File: config.mk
export PLATFORM = sky130hd
export DESIGN_NAME = distributor
export DESIGN_NICKNAME = d
export VERILOG_FILES = /design/src/rtl/distributor.sv
export SDC_FILE = /design/constraint.sdc
export NUM_CORES = 1
export LEC_CHECK = 0
export ABC_AREA = 1
export CAP_MARGIN = 25
export CORE_ASPECT_RATIO = 1.1
export CORE_MARGIN = 2
export CORE_UTILIZATION = 45
export CTS_CLUSTER_DIAMETER = 100
export DETAILED_ROUTE_END_ITERATION = 16
export GPL_TIMING_DRIVEN = 1
export PLACE_DENSITY_LB_ADDON = 0.2
export SLEW_MARGIN = 15
export SYNTH_ARGS = -nofsm -noshare
export SYNTH_HDL_FRONTEND = slang
export SYNTH_SLANG_ARGS = --single-unit
File: constraint.sdc
create_clock -name clk -period 4.66 [get_ports clk]
set_clock_uncertainty 0.1 [all_clocks]
set_input_delay 0.932 -clock clk [delete_from_list [all_inputs] [get_ports clk]]
set_output_delay 0.932 -clock clk [all_outputs]
set_load 0.03 [all_outputs]
File: src/rtl/distributor.sv
// One-to-many stream distributor: steers each tagged upstream word into one of
// PORTS independent FIFOs, each draining to its own consumer under a per-port stall.
module distributor #(
    parameter int WIDTH      = 8,
    parameter int PORTS      = 8,
    parameter int DEST_WIDTH = 3,
    parameter int DEPTH      = 8,
    parameter int AF_MARGIN  = 2
) (
    input  logic                    clk,
    input  logic                    rst,
    input  logic                    push,
    input  logic [DEST_WIDTH-1:0]   dest,
    input  logic [WIDTH-1:0]        d,
    output logic [0:PORTS-1]        full,
    output logic [0:PORTS-1]        almost_full,
    output logic [PORTS*WIDTH-1:0]  q,
    output logic [0:PORTS-1]        valid,
    input  logic [0:PORTS-1]        stall,
    output logic                    overflow
);

    localparam int PW = $clog2(DEPTH);
    localparam logic [PW:0] DEPTH_C = (PW+1)'(DEPTH);
    localparam logic [PW:0] AF_C    = (PW+1)'(AF_MARGIN);

    logic [WIDTH-1:0] mem    [PORTS][DEPTH];
    logic [PW-1:0]    wr_ptr [PORTS];
    logic [PW-1:0]    rd_ptr [PORTS];
    logic [PW:0]      count  [PORTS];
    logic [WIDTH-1:0] q_r    [PORTS];

    logic             dest_ok;
    logic             drop;
    logic [0:PORTS-1] wr_sel;
    logic [0:PORTS-1] pop;

    assign dest_ok = (32'(dest) < PORTS);

    // Flags decode registered counts only; a push to a full port is dropped
    // even if that port pops on the same edge.
    always_comb begin
        full        = '0;
        almost_full = '0;
        wr_sel      = '0;
        pop         = '0;
        drop        = push && !dest_ok;
        for (int unsigned i = 0; i < PORTS; i++) begin
            full[i]        = (count[i] == DEPTH_C);
            almost_full[i] = ((DEPTH_C - count[i]) <= AF_C);
            pop[i]         = (count[i] != '0) && !stall[i];
            if (push && dest_ok && (dest == DEST_WIDTH'(i))) begin
                if (full[i])
                    drop = 1'b1;
                else
                    wr_sel[i] = 1'b1;
            end
        end
    end

    always_ff @(posedge clk) begin
        if (rst) begin
            for (int unsigned i = 0; i < PORTS; i++) begin
                if (wr_sel[i])
                    mem[i][wr_ptr[i]] <= d;
            end
        end
    end

    always_ff @(posedge clk) begin
        if (!rst) begin
            for (int unsigned i = 0; i < PORTS; i++) begin
                wr_ptr[i] <= '0;
                rd_ptr[i] <= '0;
                count[i]  <= '0;
                q_r[i]    <= '0;
            end
            valid    <= '0;
            overflow <= 1'b0;
        end else begin
            for (int unsigned i = 0; i < PORTS; i++) begin
                if (wr_sel[i])
                    wr_ptr[i] <= wr_ptr[i] + 1'b1;
                if (pop[i]) begin
                    q_r[i]    <= mem[i][rd_ptr[i]];
                    rd_ptr[i] <= rd_ptr[i] + 1'b1;
                end
                valid[i] <= pop[i];
                count[i] <= count[i] + (PW+1)'(wr_sel[i]) - (PW+1)'(pop[i]);
            end
            if (drop)
                overflow <= 1'b1;
        end
    end

    // Port 0 occupies the most significant slice of q.
    for (genvar g = 0; g < PORTS; g++) begin : g_pack
        assign q[(PORTS-g)*WIDTH-1 -: WIDTH] = q_r[g];
    end

endmodule
==> impl_metrics.csv, run 1 <==
group,metric,value,unit
die,die_area,64300,um^2
die,top_level_ports,111,
logic_synthesis,ys_async_sr_fraction,0,%
grt,grt_pass1_vias,17400,
die,initial_utilization,45.7,%
clock_tree,cts_inserted_buffers,68,
sta,post-route-period-util,82.2,%
critical_path,critPathLaunchType,"flop",
logic_synthesis,yosys.area.top_type_share,66.9,%
run_status,outcome,"completed",
logic_synthesis,mappedNetlistNets,2405,
clock_tree,clock_tree.htree_level_count,3,
logic_synthesis,synthDominantAreaCellType,"edfxtp_1",
grt,maximum_number_of_pins_on_one_net_before_global_route_repair,65,
critical_path,slowest_stage,"clkdlybuf4s50_1",
logic_synthesis,post_synth_instance_area,28000,um^2
layout,final_cell_mix,"624 x edfxtp_1, 534 x nor2_1, 256 x o21ai_0",
sta,setup_tns,0,ps
route,routed-via-count,17300,
power_and_ir_drop,power-per-cell-area,554,nW/um^2
sta,drv_slew,0,
critical_path,cp_cell_sequence,"inv_1 > ha_1 > inv_1 > o22ai_1 > a211oi_1 > clkdlybuf4s50_1",
placement,placed_cell_area,29900,um^2
clock_tree,clock_tree_buffer_depth,3,
layout,layout.cells.most_common,"edfxtp_1",
min_path,whs_path_depth,1,
logic_synthesis,yosys_warnings,0,
sta,setup_ws,830,ps
route,drtIter0Drc,1525,
die,rows,95,
sta,timing_hold_violations_final,0,
critical_path,worst_path_largest_cell_delay,790,ps
sta,setup_viol,0,
layout,fillers,5278,
layout,register_area,19600,um^2
route,postRouteAntennaNets,0,
critical_path,worstRegToRegCells,7,
logic_synthesis,yosysUniqueCellTypes,35,
critical_path,end_kind,"output port",
placement,gp_congestion,0.825,
layout,fin_area,32200,um^2
critical_path,critical_path_required,3630,ps
min_path,holdCritPathClass,"flop to flop",
layout,num-nets-final,2536,
clock_tree,clock_tree.root_cell,"clkbuf_16",
die,floorplan.die.height,266,um
placement,place.detailed.hpwl,38300,um
critical_path,cp_common_cell,"inv_1",
clock_tree,cts.repair_timing.setup_buffer_count,0,
grt,grt_first_pass_wirelength,97400,um
layout,signed_area_change_from_the_synthesized_netlist_to_the_final_layout,14.9,%
clock_tree,cts.reportedPaths.clkPinSlew,60,ps
logic_synthesis,synth_seq_cells,665,
layout,multi_input_area,7270,um^2
grt,grt_antenna_before_repair,0,
logic_synthesis,synthesis.area_per_instance,12.3,um^2
clock_tree,post_cts.resized_instances,0,
clock_tree,cts_hold_buffers,0,
sta,max-slew-margin-rel,32.2,%
grt,grt_overall_usage,19.5,%
logic_synthesis,synth_flop_cell,"edfxtp_1",
sta,finalCriticalPeriod,3830,ps
sta,finalHoldWorstSlack,532,ps
power_and_ir_drop,vdd_ir_drop_max,0.000312,V
job,max_cap_violations,0,
logic_synthesis,synth_sequential_area_ratio,69.8,%
route,drc,0,
route,routed_wire_length_per_instance,19.2,um
logic_synthesis,synth_enable_flop_cells,624,
critical_path,crit_fanout,4,
placement,pre_cts_ws,949,ps
clock_tree,insertion_delay,590,ps
logic_synthesis,synth_top_cells_by_area,"edfxtp_1 67%, nor2_1 7.2%, o21ai_0 4.6%",
sta,tightest_slew,1010,ps
die,floorplan.core_area,61300,um^2
grt,grt-ovfl-total,0,
placement,buffer_ports.inserted,110,
critical_path,critical_path_arrival,2800,ps
route,drt-pass1-iter-count,5,
clock_tree,clock-sinks,665,
clock_tree,clock_tree_from_tritoncts,"built",
layout,post_route_cells_drive_above_1_share,8.22,%
sta,max_clock_freq,0.261,GHz
die,die_width,242,um
logic_synthesis,post_synthesis_instance_total,2287,
critical_path,path_class,"flop to output port",
layout,diodes,0,
route,postRouteWirelength,63200,um
route,via_density,5.26,
sta,grt_setup_unrepaired,"no",
power_and_ir_drop,leak_pwr,11.6,nW
-- through the flow --
stage          std cells  power [mW]  utilization (%)
6_report            3293        17.9             52.5
5_1_grt             3293        18.8             52.5
4_1_cts             3273        18.0             52.3
3_5_place_dp        3152        12.5             48.7
3_3_place_gp        3152        12.4             48.7
2_1_floorplan       2287        10.9                -
-- registers in the layout (all words and copies together), names as in the netlist --
register	flops
mem	512
q_r	64
count	32
rd_ptr	24
wr_ptr	24
valid	8
overflow	1
-- logic make-up (layout without fill, tap and decap cells) --
| group | after synthesis | after routing | synth area share (%) |
|---|---|---|---|
| simple gates | 789 | 789 | 11.9 |
| flops | 665 | 665 | 69.8 |
| compound gates | 413 | 413 | 8.41 |
| buf+inv | 288 | 470 | 4.28 |
| fa+ha+maj | 96 | 96 | 4.50 |
| xor+xnor | 36 | 36 | 1.13 |
-- power by group --
part	leakage (nW)	internal (mW)	switching, mW
registers	6.13	7.05	0.456
clock network	1.08	3.23	2.21
logic	4.36	1.78	3.12
total	11.6	12.1	5.79
-- synthesized netlist by cell type, types with 7 or more instances --
cell type and count:
nand2_2 17, nand3_1 13, o21ai_0 256, nand4_1 8
inv_1 186, nor3_2 8, nor3_1 38, ha_1 88
a31oi_1 8, fa_1 8, xnor2_1 28, buf_2 60
nor2_1 534, nand2_1 147, o211ai_1 64, buf_4 7
a211oi_1 8, o22ai_1 68, clkbuf_1 24, xor2_1 8
edfxtp_1 624, dfxtp_1 41
-- per-layer routing --
layer / GRT usage (%) / share of wire [%] / up-vias
li1: - / - / 8271
met1: 26.1 / 44 / 8502
met2: 32.5 / 48 / 460
met4: 6.84 / 2.4 / 0
met5: 0 / 0 / -
met3: 2.91 / 5.0 / 91
-- critical path: cells and delay by family, from the launching register on --
family                     cells  cell delay (ps)
adders and majority gates      1              280
DFF                            1              390
AOI/OAI and AO/OA              2              580
buffers and inverters          3              950
-- layout make-up --
class	instances	area share (%)
multi-input cells	1334	22.6
flip-flops and latches	665	60.7
inverters	188	2.20
well taps	824	3.20
repair buffers	161	4.47
clock buffers	97	6.01
clock inverters	24	0.843
-- final timing paths --
check / start / to / slack (ps)
max: count[0][1] / almost_full[0] / 830
min: wr_ptr[1][9] / wr_ptr[1][9] / 530
max reg2reg: count[0][5] / mem[0][122] / 2100
min reg2reg: wr_ptr[1][9] / wr_ptr[1][9] / 530
Power figures use the tool's default switching activity.
==> run 2: changes to the inputs <==
clock period = 3.93 ns   (was 4.66 ns; I/O delays follow)
==> run 2 against run 1 <==
  * Critical path type unchanged
  * Clock power increased by 26%
  * Register-to-register slack lost 680 ps
  * Design area rose by 0.78%
  * Largest cell class unchanged
  * Cell count increased by 0.27%
  * Sequential power increased by 18%
  * Worst setup slack lost 560 ps
  * Clock-buffer cell count decreased by 3
  * Global-route usage barely moved
  * Wire length is 1.6% lower
  * Combinational power rose by 19%
==> impl_metrics.csv, run 2 (synthesis results as in run 1) <==
group,metric,value,unit
run_status,outcome,"completed",
layout,largest_reg_flops,512,
route,routed_wire_length_per_instance,18.8,um
clock_tree,cts.repair_timing.setup_buffer_count,0,
grt,gr_util_met1,26.2,%
min_path,whs_path_depth,1,
clock_tree,clock_tree.htree_level_count,3,
clock_tree,cts.reportedPaths.clkPinSlew,60,ps
layout,stdcell_count,3302,
sta,post-route-period-util,93.1,%
clock_tree,cts_inserted_buffers,69,
layout,signed_area_change_from_the_synthesized_netlist_to_the_final_layout,15.8,%
clock_tree,clock_tree_buffer_depth,3,
critical_path,cp_common_cell,"inv_1",
die,rows,95,
sta,drv_slew,0,
critical_path,crit_fanout,4,
clock_tree,insertion_delay,610,ps
layout,fin_area,32500,um^2
placement,placed_cells_incl_taps,3175,
sta,tightest_slew,972,ps
critical_path,worstRegToRegCells,11,
power_and_ir_drop,leak_pwr,11.7,nW
layout,post-route-util,52.9,%
grt,maximum_number_of_pins_on_one_net_before_global_route_repair,65,
sta,setup_tns,0,ps
route,drc,0,
clock_tree,clock_tree_from_tritoncts,"built",
sta,max-slew-margin-rel,35.2,%
clock_tree,post_cts.resized_instances,0,
die,initial_utilization,45.7,%
grt,grt_antenna_before_repair,0,
critical_path,worst_path_largest_cell_delay,780,ps
layout,num-nets-final,2540,
sta,finalHoldWorstSlack,528,ps
grt,grt-ovfl-total,0,
critical_path,critical_path_arrival,2770,ps
grt,globalRouteMet2Util,32.6,%
grt,grt-busiest-layer,"met2",
placement,buffer_ports.inserted,110,
placement,place.detailed.hpwl,37900,um
route,via_density,5.23,
critical_path,critPathLaunchType,"flop",
critical_path,cp_cell_sequence,"inv_1 > ha_1 > inv_1 > o22ai_1 > a211oi_1 > clkdlybuf4s50_1",
die,top_level_ports,111,
critical_path,critical_path_required,3040,ps
grt,globalRouteMet3Util,3.03,%
clock_tree,clock_tree.root_cell,"clkbuf_16",
critical_path,slowest_stage,"clkdlybuf4s50_1",
route,postRouteAntennaNets,0,
route,drt-pass1-iter-count,5,
critical_path,path_class,"flop to output port",
clock_tree,clock-sinks,665,
clock_tree,cts_hold_buffers,0,
sta,setup_viol,0,
sta,finalCriticalPeriod,3660,ps
die,floorplan.die.height,266,um
die,floorplan.core_area,61300,um^2
route,drtIter0Drc,1559,
die,die_width,242,um
route,postRouteWirelength,62200,um
critical_path,end_kind,"output port",
sta,grt_setup_unrepaired,"no",
placement,gp_congestion,0.786,
power_and_ir_drop,power-per-cell-area,665,nW/um^2
route,routed-via-count,17300,
sta,timing_hold_violations_final,0,
placement,placed_cell_area,30100,um^2
job,max_cap_violations,0,
power_and_ir_drop,vdd_ir_drop_max,0.000515,V
min_path,holdCritPathClass,"flop to flop",
layout,final_cell_mix,"624 x edfxtp_1, 534 x nor2_1, 256 x o21ai_0",
grt,grt_overall_usage,19.4,%
layout,post_route_cells_drive_above_1_share,8.96,%
sta,max_clock_freq,0.273,GHz
die,die_area,64300,um^2
grt,grt_pass1_vias,17400,
layout,layout.cells.most_common,"edfxtp_1",
grt,grt_first_pass_wirelength,97400,um
## run 2: area by class of cell
type	count	area [um^2]
clock inverters	32	417
clock buffers	94	2000
flip-flops and latches	665	19600
fillers	5209	28900
well taps	824	1030
repair buffers	164	1490
multi-input cells	1334	7270
diodes	1	2.50
inverters	188	708
## run 2: stage by stage
stage | power, mW | setup WS, ps
floorplan | 12.9 | 1430
global placement | 14.8 | 775
detailed placement | 14.9 | 770
CTS | 21.8 | 205
global route | 22.8 | 163
finish | 21.6 | 273
## run 2: metal layers
metal / up-vias / routed length [um]
li1: 8275 / -
met1: 8441 / 27300
met2: 496 / 30400
met3: 66 / 3380
met4: 0 / 1140
met5: - / 0
## run 2: worst paths after layout
path                                  endpoint  slack (ps)         start
worst max-delay path            almost_full[0]         270   count[0][1]
worst min-delay path              wr_ptr[1][6]         530  wr_ptr[1][6]
worst max register to register     count[1][6]        1420   count[1][5]
worst min register to register    wr_ptr[1][6]         530  wr_ptr[1][6]
## run 2: report_power, final
part           switching (mW)  internal, mW
registers               0.529          8.36
logic                    3.71          2.11
clock network            2.69          4.18
total                    6.93          14.7
## run 2: worst max-delay path: cells and delay by family, from the launching register on
kind | cells | cell delay, ps
buffers and inverters | 3 | 940
flip-flops | 1 | 400
adder cells (fa/ha/maj) | 1 | 270
AO/OA/AOI/OAI | 2 | 570
==> run 3: changes to the inputs <==
GPL_TIMING_DRIVEN = default   (was 1)
clock period = 3.4 ns   (was 3.93 ns; I/O delays follow)
==> run 3 against run 2 <==
  * Core utilization grew 0.17 points
  * First-iteration DRC count shrank 17%
  * Critical path type unchanged
  * Design area increased by 0.32%
==> impl_metrics.csv, run 3 (synthesis results as in run 1) <==
group,metric,value,unit
clock_tree,clock_tree.root_cell,"clkbuf_16",
sta,setup_ws,178,ps
critical_path,critical_path_required,2620,ps
critical_path,timing.critical_path.depth,6,
power_and_ir_drop,vdd_ir_drop_max,0.000496,V
power_and_ir_drop,power-per-cell-area,753,nW/um^2
grt,globalRouteMet3Util,2.70,%
route,postRouteWirelength,61100,um
grt,maximum_number_of_pins_on_one_net_before_global_route_repair,65,
placement,buffer_ports.inserted,110,
critical_path,path_buf_inv,3,
die,initial_utilization,45.7,%
clock_tree,clock_tree.htree_level_count,3,
placement,place.detailed.hpwl,38500,um
clock_tree,clock-sinks,665,
clock_tree,clock_tree_from_tritoncts,"built",
grt,grt-busiest-layer,"met2",
min_path,holdCritPathClass,"primary input to flop",
run_status,outcome,"completed",
layout,post-route-util,53.1,%
grt,gr_util_met1,25.4,%
grt,globalRouteMet2Util,32.4,%
die,die_width,242,um
sta,finalCriticalPeriod,3220,ps
route,via_density,5.14,
layout,final_cell_mix,"624 x edfxtp_1, 534 x nor2_1, 256 x o21ai_0",
placement,gp_congestion,0.778,
critical_path,end_kind,"output port",
clock_tree,cts_hold_buffers,0,
layout,post_route_cells_drive_above_1_share,9.94,%
grt,grt_pass1_vias,17200,
min_path,whs_path_depth,1,
route,routed-via-count,17100,
clock_tree,cts.reportedPaths.clkPinSlew,60,ps
die,rows,95,
layout,stdcell_count,3329,
route,routed_wire_length_per_instance,18.3,um
layout,layout.cells.most_common,"edfxtp_1",
sta,drv_slew,0,
die,floorplan.die.height,266,um
layout,num-nets-final,2572,
critical_path,worstRegToRegCells,11,
die,floorplan.core_area,61300,um^2
sta,tightest_slew,919,ps
sta,max-slew-margin-rel,38.7,%
route,drc,0,
critical_path,critical_path_arrival,2440,ps
sta,setup_viol,0,
sta,max_clock_freq,0.310,GHz
layout,signed_area_change_from_the_synthesized_netlist_to_the_final_layout,16.2,%
critical_path,cp_top_family,"buffers and inverters",
grt,grt_overall_usage,19.1,%
clock_tree,clock_tree_buffer_depth,3,
clock_tree,cts_inserted_buffers,69,
critical_path,critPathLaunchType,"flop",
job,max_cap_violations,0,
critical_path,crit_fanout,4,
sta,timing_hold_violations_final,0,
critical_path,cp_common_cell,"inv_1",
power_and_ir_drop,leak_pwr,11.8,nW
critical_path,cp_cell_sequence,"inv_1 > ha_1 > inv_1 > o22ai_1 > a211oi_1 > clkdlybuf4s50_1",
placement,pre_cts_ws,333,ps
layout,largest_reg_flops,512,
critical_path,worst_path_largest_cell_delay,730,ps
sta,post-route-period-util,94.8,%
grt,grt_first_pass_wirelength,95900,um
grt,grt-ovfl-total,0,
layout,diodes,0,
route,drt-pass1-iter-count,5,
sta,grt_setup_unrepaired,"no",
critical_path,path_class,"flop to output port",
grt,grt_antenna_before_repair,0,
die,top_level_ports,111,
clock_tree,insertion_delay,600,ps
die,die_area,64300,um^2
placement,placed_cells_incl_taps,3207,
route,drtIter0Drc,1299,
layout,fin_area,32600,um^2
critical_path,slowest_stage,"clkdlybuf4s50_1",
sta,setup_tns,0,ps
placement,placed_cell_area,30300,um^2
route,postRouteAntennaNets,0,
-- run 3: metrics by stage --
| step | power [mW] | hold slack (ps) |
|---|---|---|
| CTS | 24.8 | 469 |
| global route | 25.9 | 483 |
| detailed placement | 17.2 | 502 |
| finish | 24.5 | 478 |
| floorplan | 15.0 | 483 |
| global placement | 17.1 | 504 |
-- run 3: path summary, 6_finish.rpt --
kind                                       end         start  slack, ps
worst max-delay path            almost_full[5]   count[1][5]        180
worst min-delay path               mem[1][237]          d[5]        480
worst max register to register     count[1][6]   count[1][5]        900
worst min register to register    wr_ptr[1][6]  wr_ptr[1][6]        510
-- run 3: layout make-up --
class	count	area, um^2
tap	824	1030
multi-input combinational	1334	7270
clock buffer	90	1940
timing repair buffer	196	1750
sequential	665	19600
inverter	188	708
clock inverter	32	318
fill	5189	28800
-- run 3: worst reg2reg max path, stage by stage, from the launching register on --
cell and delay (ps):
dfxtp_1 350, inv_1 130, ha_1 230, a21o_1 280
inv_1 90, ha_1 300, inv_1 60, ha_1 160
inv_1 60, fa_1 400, xnor2_1 160, nor2_1 50
-- run 3: report_power, final --
group	total, mW	switching [mW]	internal, mW
combinational	6.76	4.29	2.47
clock	7.54	3.07	4.48
sequential	10.2	0.554	9.66
total	24.5	7.91	16.6
-- run 3: layer usage --
layer / routed length, um / vias up / part of all wire, %
li1: - / 8336 / -
met1: 27100 / 8336 / 44
met2: 29900 / 345 / 49
met3: 2570 / 100 / 4.2
met4: 1550 / 0 / 2.5
met5: 0 / - / 0
-- run 3: what timing repair did --
item,in CTS,in global routing
setup endpoints to repair,1,3
cloned,0,0
resized for setup,1,3
setup buffers,0,0
